==> config.mk <==
export PLATFORM = sky130hd
export DESIGN_NAME = ps_acp_rd_master
export DESIGN_NICKNAME = d
export VERILOG_FILES = /design/src/rtl/ps_acp_rd_master.sv
export SDC_FILE = /design/constraint.sdc
export NUM_CORES = 1
export LEC_CHECK = 0
export CAP_MARGIN = 20
export CORE_ASPECT_RATIO = 2
export CORE_MARGIN = 5
export CORE_UTILIZATION = 40
export CTS_CLUSTER_SIZE = 8
export DETAILED_ROUTE_END_ITERATION = 7
export PLACE_DENSITY = 0.76
export SLEW_MARGIN = 20
export SYNTH_ARGS = -nofsm -noshare
export SYNTH_HDL_FRONTEND = slang
export SYNTH_SLANG_ARGS = --single-unit
==> constraint.sdc <==
create_clock -name clk -period 4.3 [get_ports clk]
set_input_delay 1.075 -clock clk [delete_from_list [all_inputs] [get_ports clk]]
set_output_delay 1.075 -clock clk [all_outputs]
set_load 0.01 [all_outputs]
==> src/rtl/ps_acp_rd_master.sv <==
// AXI3 read master for the PS ACP port: splits a (address, beat count) command into
// 4 KB-safe INCR bursts and streams the returned 64-bit data out through one register.
module ps_acp_rd_master #(
  parameter logic [3:0]  ARCACHE   = 4'b1111,
  parameter logic [4:0]  ARUSER    = 5'b00001,
  parameter int unsigned MAX_BURST = 16
) (
  input  logic        clk,
  input  logic        rst,
  input  logic        cmd_valid,
  output logic        cmd_ready,
  input  logic [31:0] cmd_addr,
  input  logic [15:0] cmd_beats,
  output logic [31:0] S_AXI_ACP_0_araddr,
  output logic [1:0]  S_AXI_ACP_0_arburst,
  output logic [3:0]  S_AXI_ACP_0_arcache,
  output logic [2:0]  S_AXI_ACP_0_arid,
  output logic [3:0]  S_AXI_ACP_0_arlen,
  output logic [1:0]  S_AXI_ACP_0_arlock,
  output logic [2:0]  S_AXI_ACP_0_arprot,
  output logic [3:0]  S_AXI_ACP_0_arqos,
  output logic [2:0]  S_AXI_ACP_0_arsize,
  output logic [4:0]  S_AXI_ACP_0_aruser,
  output logic        S_AXI_ACP_0_arvalid,
  input  logic        S_AXI_ACP_0_arready,
  input  logic [63:0] S_AXI_ACP_0_rdata,
  input  logic [2:0]  S_AXI_ACP_0_rid,
  input  logic        S_AXI_ACP_0_rlast,
  input  logic [1:0]  S_AXI_ACP_0_rresp,
  input  logic        S_AXI_ACP_0_rvalid,
  output logic        S_AXI_ACP_0_rready,
  output logic [63:0] m_data,
  output logic        m_valid,
  input  logic        m_ready,
  output logic        m_last,
  output logic        busy,
  output logic        done,
  output logic        err
);

  localparam int unsigned AW = 32;
  localparam int unsigned DW = 64;
  localparam int unsigned CW = 16;
  localparam int unsigned LW = 5;

  typedef enum logic [1:0] {S_IDLE, S_ADDR, S_DATA, S_FLUSH} state_t;

  state_t        state_q, state_d;
  logic [AW-1:0] addr_q, addr_d, araddr_q, araddr_d;
  logic [CW-1:0] rem_q, rem_d;
  logic [LW-1:0] cnt_q, cnt_d;
  logic [3:0]    arlen_q, arlen_d;
  logic          arvalid_q, arvalid_d;
  logic [DW-1:0] m_data_q, m_data_d;
  logic          m_valid_q, m_valid_d, m_last_q, m_last_d;
  logic          busy_q, busy_d, done_q, done_d, err_q, err_d;
  logic          cmd_ready_q, cmd_ready_d;

  logic [9:0]    bnd_c;
  logic [LW-1:0] len_c, burst_len_c;
  logic          rready_c;
  logic          unused_c;

  // Beats left before the next 4 KB page boundary (1..512).
  assign bnd_c = 10'((13'd4096 - {1'b0, addr_q[11:0]}) >> 3);

  // Burst length: min(remaining, MAX_BURST, beats to page boundary).
  always_comb begin
    len_c = LW'(MAX_BURST);
    if (rem_q < CW'(MAX_BURST)) len_c = LW'(rem_q);
    if (bnd_c < 10'(len_c))     len_c = LW'(bnd_c);
  end

  assign burst_len_c = {1'b0, arlen_q} + 5'd1;
  assign rready_c    = (state_q == S_DATA) && (!m_valid_q || m_ready);
  assign unused_c    = ^S_AXI_ACP_0_rid;

  always_ff @(posedge clk or negedge rst) begin
    if (!rst) begin
      state_q     <= S_IDLE;
      addr_q      <= '0;
      rem_q       <= '0;
      cnt_q       <= '0;
      araddr_q    <= '0;
      arlen_q     <= '0;
      arvalid_q   <= 1'b0;
      m_data_q    <= '0;
      m_valid_q   <= 1'b0;
      m_last_q    <= 1'b0;
      busy_q      <= 1'b0;
      done_q      <= 1'b0;
      err_q       <= 1'b0;
      cmd_ready_q <= 1'b0;
    end else begin
      state_q     <= state_d;
      addr_q      <= addr_d;
      rem_q       <= rem_d;
      cnt_q       <= cnt_d;
      araddr_q    <= araddr_d;
      arlen_q     <= arlen_d;
      arvalid_q   <= arvalid_d;
      m_data_q    <= m_data_d;
      m_valid_q   <= m_valid_d;
      m_last_q    <= m_last_d;
      busy_q      <= busy_d;
      done_q      <= done_d;
      err_q       <= err_d;
      cmd_ready_q <= cmd_ready_d;
    end
  end

  always_comb begin
    state_d     = state_q;
    addr_d      = addr_q;
    rem_d       = rem_q;
    cnt_d       = cnt_q;
    araddr_d    = araddr_q;
    arlen_d     = arlen_q;
    arvalid_d   = arvalid_q;
    m_data_d    = m_data_q;
    m_valid_d   = m_valid_q;
    m_last_d    = m_last_q;
    busy_d      = busy_q;
    done_d      = 1'b0;
    err_d       = err_q;
    cmd_ready_d = 1'b0;

    // Downstream unload; a load in DATA below overrides it.
    if (m_valid_q && m_ready) begin
      m_valid_d = 1'b0;
      m_last_d  = 1'b0;
    end

    case (state_q)
      S_IDLE: begin
        cmd_ready_d = 1'b1;
        if (cmd_valid && cmd_ready_q) begin
          cmd_ready_d = 1'b0;
          addr_d      = {cmd_addr[31:3], 3'b000};
          rem_d       = cmd_beats;
          err_d       = 1'b0;
          if (cmd_beats == '0) begin
            done_d = 1'b1;
            busy_d = 1'b0;
          end else begin
            busy_d  = 1'b1;
            state_d = S_ADDR;
          end
        end
      end
      S_ADDR: begin
        if (!arvalid_q) begin
          arvalid_d = 1'b1;
          araddr_d  = addr_q;
          arlen_d   = 4'(len_c - 5'd1);
        end else if (S_AXI_ACP_0_arready) begin
          arvalid_d = 1'b0;
          addr_d    = addr_q + {24'b0, burst_len_c, 3'b000};
          rem_d     = rem_q - CW'(burst_len_c);
          cnt_d     = burst_len_c;
          state_d   = S_DATA;
        end
      end
      S_DATA: begin
        if (S_AXI_ACP_0_rvalid && rready_c) begin
          m_data_d  = S_AXI_ACP_0_rdata;
          m_valid_d = 1'b1;
          m_last_d  = (cnt_q == 5'd1) && (rem_q == '0);
          if ((S_AXI_ACP_0_rresp != 2'b00) || (S_AXI_ACP_0_rlast != (cnt_q == 5'd1))) err_d = 1'b1;
          cnt_d = cnt_q - 5'd1;
          // Our own beat count, not rlast, closes the burst.
          if (cnt_q == 5'd1) state_d = (rem_q != '0) ? S_ADDR : S_FLUSH;
        end
      end
      S_FLUSH: begin
        if (m_valid_q && m_ready && m_last_q) begin
          done_d  = 1'b1;
          busy_d  = 1'b0;
          state_d = S_IDLE;
        end
      end
      default: state_d = S_IDLE;
    endcase
  end

  assign cmd_ready           = cmd_ready_q;
  assign S_AXI_ACP_0_araddr  = araddr_q;
  assign S_AXI_ACP_0_arlen   = arlen_q;
  assign S_AXI_ACP_0_arvalid = arvalid_q;
  assign S_AXI_ACP_0_arburst = 2'b01;
  assign S_AXI_ACP_0_arsize  = 3'b011;
  assign S_AXI_ACP_0_arid    = 3'b000;
  assign S_AXI_ACP_0_arlock  = 2'b00;
  assign S_AXI_ACP_0_arprot  = 3'b000;
  assign S_AXI_ACP_0_arqos   = 4'b0000;
  assign S_AXI_ACP_0_arcache = ARCACHE;
  assign S_AXI_ACP_0_aruser  = ARUSER;
  assign S_AXI_ACP_0_rready  = rready_c;
  assign m_data              = m_data_q;
  assign m_valid             = m_valid_q;
  assign m_last              = m_last_q;
  assign busy                = busy_q;
  assign done                = done_q;
  assign err                 = err_q;

endmodule

# Word-level counts from Yosys, hierarchy flattened
# Index checks and enable logic that the tools add are counted.
[word_totals]
out_inout_bits = 134
inputBits = 124
register_bits = 162
wordCells = 106
[op_classes]
n_mux = 45
reduce_logical = 25
n_eq_ne = 13
magnitude_cmp = 2
addsub = 6
bitwise_logic = 1
[op_table]
columns = ["operator", "n"]
rows = [
  ["$mux 32", 3],
  ["$pmux 32 s2", 1],
  ["$mux 16", 3],
  ["$add 32x8->32", 1],
  ["$logic_not 16->1", 2],
  ["$pmux 16 s2", 1],
  ["$mux 5", 4],
  ["$mux 1", 19],
  ["$lt 16x5->1 const B", 1],
  ["$mux 2", 8],
  ["$reduce_bool 16->1", 1],
  ["$sub 16x5->16", 1],
  ["$sub 13x12->13 const A", 1],
  ["$reduce_and 4->1", 3],
  ["$lt 10x5->1", 1],
  ["$ne 2x2->1 const B", 5],
  ["$pmux 5 s2", 1],
  ["$reduce_bool 2->1", 5],
  ["$pmux 2 s4", 1],
  ["$reduce_and 7->1", 1],
  ["$logic_and 1x1->1", 6],
  ["$ne 2x1->1 const B", 3],
  ["$pmux 1 s2", 3],
  ["$add 4x1->5 const B", 1],
  ["other kinds (13)", 16],
]

# Logic depth before layout (Yosys ltp)
[logic_depth]
depth_word = 6
mapped_depth = 15
depth_no_buf = 14

# Least setup slack after synthesis
# No wires, ideal clock.
[synth_timing]
kind = "register to register"
startpoint = "reg rem_q[8]"
endpoint = "reg arlen_q[3], in the netlist S_AXI_ACP_0_arlen[3]"
setup_slack_ns = 1.122
arrival_time_ns = 3.098
period_less_slack_ns = 3.178
stages_incl_launch_ff = 14
setup_ns = 0.080
n_path_buf = 1
path_cell_list = "dfrtp_1 or4_1 nor2_2 and3_1 buf_2 nand2_1 ha_1 a21o_1 a21oi_1 o21ai_1 a21o_1 o21a_1 or4_4 o211ai_2"
[synth_via]
elab_chain_cells = 5
[synth_lines]
columns = ["element", "line_no", "rtl"]
rows = [
  ["from (decl)", "50", "logic [CW-1:0] rem_q, rem_d;"],
  ["from (signal assigned)", "97", "rem_q <= rem_d;"],
  ["$lt 16x5->1 *", "70", "if (rem_q < CW'(MAX_BURST)) len_c = LW'(rem_q);"],
  ["$mux 5 *", "70", ""],
  ["$lt 10x5->1", "71", "if (bnd_c < 10'(len_c)) len_c = LW'(bnd_c);"],
  ["$mux 4 *", "71", ""],
  ["$sub 4x1->4 *", "155", "arlen_d = 4'(len_c - 5'd1);"],
  ["to (signal assigned)", "100", "arlen_q <= arlen_d;"],
  ["to (decl)", "52", "logic [3:0] arlen_q, arlen_d;"],
]
# Every way passes the cells marked *; elsewhere a longest branch is shown, timed or not.
# A chain may end at the register's enable or synchronous reset.

# Final worst setup path
# Same ends and word-level chain as after synthesis.

==> impl_metrics.json <==
{
  "core_area_um2": 19800,
  "synth_xor_area_share_pct": 1.31,
  "switching_share_pct": 40.6,
  "seqPwrFrac_pct": 30.9,
  "die_h_um": 211,
  "ys_types": 65,
  "fin_crit_ps": 3580,
  "synth_ff_type": "dfrtp_1",
  "hold_path_class": "flop to flop",
  "crit_path_max_incr_delay_ps": 580,
  "cts_tree": "yes",
  "clock-root-buffer": "clkbuf_16",
  "nets": 1248,
  "netSwitchingPower_mw": 3.65,
  "cp_common_cell": "a21o_1",
  "ios": 258,
  "tightest_slew_ps": 828,
  "grt_pass1_wl_um": 37800,
  "fmax_mhz": 280,
  "final_area_um2": 11000,
  "p_int_mw": 5.35,
  "htreeDepth": 4,
  "die_width_um": 110,
  "synth_fa_ha_area_share_pct": 4.23,
  "powerDensity_nw_per_um2": 816,
  "final_cell_mix": "nand2_1, clkdlybuf4s50_1, dfrtp_1",
  "fp.dieArea_um2": 23200,
  "synthArstFlopShare_pct": 100,
  "initial_utilization_pct": 40.6,
  "reg2reg_depth": 12,
  "synth_top_family_by_area": "simple AND/OR/NAND/NOR gates",
  "cpMaxStageDelayCell": "or4_1",
  "syn_inst": 888,
  "synth-compound-area-share_pct": 13.4,
  "rsz0062_at_grt": "no",
  "final_cells": 1373,
  "io_buffer_count": 222,
  "worst_ep_required_time_ps": 4650,
  "synth_edf_count": 0,
  "dp_hpwl_um": 17900,
  "cts_resized": 0,
  "status": "complete, no violations",
  "min_delay_path_depth": 2,
  "routed_wl_um": 24100,
  "hold_viol": 0,
  "avgSynthCellArea_um2": 9.06,
  "placed_area_um2": 10400,
  "synth_warnings": 0,
  "area_growth_pct": 37.1,
  "finalSetupViolCount": 0,
  "path_clk_slew_ps": 60,
  "critPathMaxFanout": 8,
  "viasPerCell": 5.17,
  "skew_ps": 8.62,
  "multi_input_area_um2": 3790,
  "seq_area_frac_synth_pct": 48.5,
  "num_rows": 73,
  "whs_ps": 470,
  "yosys-top-cells-area": "dfrtp_1, nand2_1, mux2_2, ha_1, a21oi_1",
  "clkSinkCount": 156,
  "grt_usage_pct": 21.2,
  "postRouteAntennaNets": 0,
  "final_common_cell": "nand2_1",
  "wl_per_cell_um": 17.5,
  "cts_buffer_depth": 2,
  "antenna_found_initial": 1,
  "drv_slew": 0,
  "crit_type": "flop to flop",
  "cap_violations": 0,
  "layout-drive-gt1-share_pct": 7.66,
  "p_leak_nw": 4.92,
  "synth.ff_latch_count": 156,
  "fin_crit_sh_pct": 83.2,
  "gp_congestion": 0.856,
  "synth.mux.area_fraction_pct": 6.14,
  "ir_drop_mv": 0.368,
  "grt-ovfl-total": 0,
  "drc_errors": 0,
  "cts_buffers": 17,
  "nFillCells": 1768,
  "hold_buffers": 0,
  "relSlewSlack_pct": 44.8,
  "firstDrtPassIters": 5,
  "yosysTopAreaCell": "dfrtp_1",
  "clock_latency_ps": 430,
  "netlist_area_um2": 8050,
  "num_vias": 7093,
  "finalPower_mw": 9.00,
  "synth.top_cell.area_share_pct": 48.5,
  "tns_ps": 0,
  "clkPwrFrac_pct": 17.0,
  "crit_path_start_kind": "flop",
  "first_global_vias": 7304,
  "seqCellArea_um2": 3900,
  "arrival_ps": 3930,
  "pwr-share-comb_pct": 52.1,
  "grt_start_max_net_pins": 88,
  "post_cts_buffers": 0,
  "end_kind": "flop",
  "worstPathCellList": "or4_1, nor2_2, and3_1, nand2_1, ha_1, a21o_1, a21oi_1, o21ai_1, a21o_1, o21a_1, or4_4, o211ai_2",
  "drtIter0Drc": 310,
  "synthSimpleGateAreaFrac_pct": 20.4,
  "dp_cells": 1341
}
==> stage by stage <==
step,utilization [%],setup slack (ps)
floorplan,-,1120
global placement,52.7,752
detailed placement,52.7,740
CTS,55.7,716
global route,55.7,564
finish,55.7,724
==> worst max-delay path: cells and delay by family, from the launching register on <==
kind                     cells  cell delay (ps)
AND/OR/NAND/NOR              5             1850
AO/OA/AOI/OAI                6              950
flip-flops                   1              410
adder cells (fa/ha/maj)      1              300
==> path summary, 6_finish.rpt <==
check / from / to / slack (ps)
worst max-delay path: rem_q[8] / S_AXI_ACP_0_arlen[3] / 720
worst min register to register: m_data[41] / m_data[41] / 470
worst max register to register: rem_q[8] / S_AXI_ACP_0_arlen[3] / 720
min in group asynchronous: rst / S_AXI_ACP_0_araddr[19] / 720
max in group asynchronous: rst / S_AXI_ACP_0_araddr[20] / 2650
worst min-delay path: m_data[41] / m_data[41] / 470
==> cells by family after synthesis <==
family | count (synthesis)
compound gates | 173
xor+xnor | 12
fa+ha+maj | 26
buf+inv | 95
flops | 156
mux | 46
other cells | 2
simple gates | 378
==> flip-flops by register name (all words and copies together) (netlist names), 2 cells and up <==
name / count
state_q: 2
rem_q: 16
S_AXI_ACP_0_arlen: 4
S_AXI_ACP_0_araddr: 29
addr_q: 29
m_data: 64
cnt_q: 5
==> final cells by class <==
class / count / area share (%)
well taps: 262 / 2.97
flip-flops and latches: 156 / 35.4
clock buffers: 21 / 4.08
inverters: 22 / 0.748
repair buffers: 237 / 21.2
clock inverters: 10 / 1.29
diodes: 1 / 0.0227
multi-input cells: 664 / 34.3
==> routing by layer <==
metal	global-route usage, %	wire length [um]	vias up
met5	0	0	-
li1	-	-	3417
met4	12.1	1350	0
met2	37.4	12700	271
met3	6.56	1890	67
met1	21.4	8120	3338
==> cell usage after synthesis (16+ instances only) <==
cell / n
a21oi_1: 51
mux2i_1: 19
mux2_2: 27
o21ai_0: 39
nand2_1: 253
nor2_1: 35
o22ai_1: 22
clkbuf_1: 32
nand3_1: 20
dfrtp_1: 156
buf_4: 32
ha_1: 24
and3_1: 16
inv_1: 22
==> power by group through the flow <==
stage	registers [mW]	clock network (mW)	logic, mW
6_report	2.78	1.53	4.69
2_1_floorplan	2.87	0	2.70
4_1_cts	2.78	1.56	4.72
5_1_grt	2.90	1.62	5.19
3_3_place_gp	2.77	0	4.57
3_5_place_dp	2.80	0	4.68
Power figures use the tool's default switching activity.
==> edit, RTL diff (config.mk and constraints unchanged) <==
Take the reset off `addr_q`, `araddr_q` and `m_data_q` and load them in a clocked block of their own.
--- a/src/rtl/ps_acp_rd_master.sv
+++ b/src/rtl/ps_acp_rd_master.sv
@@ -80,9 +80,6 @@
       state_q     <= S_IDLE;
-      addr_q      <= '0;
       rem_q       <= '0;
       cnt_q       <= '0;
-      araddr_q    <= '0;
       arlen_q     <= '0;
       arvalid_q   <= 1'b0;
-      m_data_q    <= '0;
       m_valid_q   <= 1'b0;
@@ -95,9 +92,6 @@
       state_q     <= state_d;
-      addr_q      <= addr_d;
       rem_q       <= rem_d;
       cnt_q       <= cnt_d;
-      araddr_q    <= araddr_d;
       arlen_q     <= arlen_d;
       arvalid_q   <= arvalid_d;
-      m_data_q    <= m_data_d;
       m_valid_q   <= m_valid_d;
@@ -109,2 +103,8 @@
     end
+  end
+
+  always_ff @(posedge clk) begin
+    addr_q   <= addr_d;
+    araddr_q <= araddr_d;
+    m_data_q <= m_data_d;
   end
Formal check against the unedited RTL: differs if rst is asserted again (counterexample within 4 cycles, from zero or initial values and one cycle with rst low); with rst held inactive, the same outputs for 10 cycles.
==> edit against the unedited design <==
Final area decreased by 7.4%. Wire length is 23% lower. First-iteration DRC count down 40%. Sequential power decreased by 6%. Count of clock-buffer cells in the layout fell by 2. Synthesized area shrank 10%. Power fell by 23%. Hold slack better by 6.2 ps. Sequential cell count stayed put. Worst setup slack got worse by 77 ps. Critical endpoint is now S_AXI_ACP_0_arlen[2].
==> edit: results (changes against the unedited design) <==
clock_tree:
  clk_latency_ps: 420
  cts_htree_levels: 4  # unchanged
  cts_max_path_buffers: 2  # unchanged
  cts_setup_buffers: 0  # unchanged
  post_cts_resized: 0  # unchanged
  clockRootBuffer: "clkbuf_16"
  clkSlewWorstSetupHoldPaths_ps: 60  # about the same
  numCtsBuffers: 17  # unchanged
global_route:
  grt_use_met1: 0.1768  # -0.03733
  use_met3: 0.03705  # -0.02853
  grt_use_met2: 0.3257  # -0.04821
  grt_start_max_net_pins: 66  # -25%
  grt_pass1_vias: 5466  # -25%
  antenna_found_initial: 0  # -1
  grt_first_pass_wirelength_um: 28750  # -24%
  track_usage: 0.1740  # -0.03774
route:
  routedWlPerCell_um: 17.62  # +0.57%
  vias_per_cell: 5.079  # -1.7%
  dr.pass1.iters: 4  # -1
  drt_iter0_drc: 185  # -40%
cells_and_area:
  drive_gt1_frac: 0.05924  # -0.01733
  num_antenna_cells: 0  # -1
  largest_register_ffs: 64  # unchanged
  nets: 982  # -21%
  fill_cells: 1447  # -18%
hold_path:
  hp-class: "register to register"
  hold_end: "S_AXI_ACP_0_araddr[31]"
  hold_depth: 0  # -2
  worstHoldStart: "addr_q[31]"
critical_path:
  path_delay_family: "simple AND/OR/NAND/NOR gates"
  crit_path_max_incr_delay_ps: 590
  rrSetupSlack_ps: 650  # -80 ps
  rr_endpoint: "S_AXI_ACP_0_arlen[2]"
  cpMaxStageDelayCell: "or4_4"
  cp_max_fo: 6  # -2
  r2r_cells: 11  # -1
  r2r-start: "rem_q[10]"
power_and_ir_drop:
  leakage_uw: 0.003797  # -23%
  ir_drop_uv: 470.3  # +28%
synth:
  ys_seq_area_frac: 0.6242  # +0.1391
  ys_warn_count: 0  # unchanged
  synth.top_cells.by_count: "edfxtp_1, nand2_1, nor2_1, a21oi_1, dfrtp_1"
  async_flop_share: 0.2179  # -0.7821
  synth_edf_count: 122  # +122
  ys_types: 57  # -12%
  synthTopCellsByArea: "edfxtp_1, dfrtp_1, ha_1, a21oi_1, buf_4"
placed_design:
  hpwl_um: 14340  # -20%
  gp_congestion: 0.8828  # +3.1%
  numPortBuffers: 222  # unchanged
timing:
  setup_tns_ps: 0  # unchanged
  fin_skew_ps: 9.446  # +0.8217 ps
  worst_pin_slew_ps: 821.2  # -7.242 ps
run:
  maxCapViolations: 0  # unchanged
status:
  status: "completed"
edit: kinds of logic after synthesis:
logic type      Yosys count  share of synthesized area
simple gates            174                     0.1142
flops                   156                     0.6242
compound gates          125                     0.1028
buf+inv                  72                    0.05259
xor+xnor                 36                    0.04360
fa+ha+maj                25                    0.04533
mux                      11                    0.01626
other cells               2                   0.001038
edit: final cells by class:
cell class | instances | share of cell area
flip-flops and latches | 156 | 0.4417
inverters | 26 | 0.009549
clock inverters | 11 | 0.01665
well taps | 213 | 0.02608
clock buffers | 19 | 0.04236
multi-input cells | 400 | 0.2389
repair buffers | 232 | 0.2248
edit: power by group:
part	total, uW	internal (uW)	switching [uW]
sequential	2610	2240	370
clock	1550	965	587
combinational	2770	1240	1530
total	6930	4440	2490
edit: worst max path at each step:
| stage | depth (start not counted) | startpoint | endpoint | slack [ps] |
|---|---|---|---|---|
| finish | 11 | rem_q[10] | S_AXI_ACP_0_arlen[2] | 650 |
| global route | 10 | rem_q[10] | S_AXI_ACP_0_arlen[1] | 520 |
| CTS | 11 | rem_q[10] | S_AXI_ACP_0_arlen[2] | 660 |
| detailed placement | 11 | rem_q[10] | S_AXI_ACP_0_arlen[2] | 690 |
| global placement | 11 | rem_q[10] | S_AXI_ACP_0_arlen[2] | 750 |
| floorplan | 9 | m_ready | cnt_q[4] | 600 |
edit: through the flow:
step	area [um2]	cells	setup WS, ps	hold WS [ps]
after floorplan	7333	628	597.3	424.4
after CTS	10220	1057	655.6	478.1
after global routing	10220	1057	522.1	489.0
after global placement	9617	1027	749.9	458.0
after detailed placement	9617	1027	686.3	462.7
final	10220	1057	646.7	475.8
edit: routing by layer:
layer | vias to the layer above | wire [um]
li1 | 2589 | -
met1 | 2534 | 6572
met2 | 207 | 10390
met3 | 39 | 1002
met4 | 0 | 656
met5 | - | 0
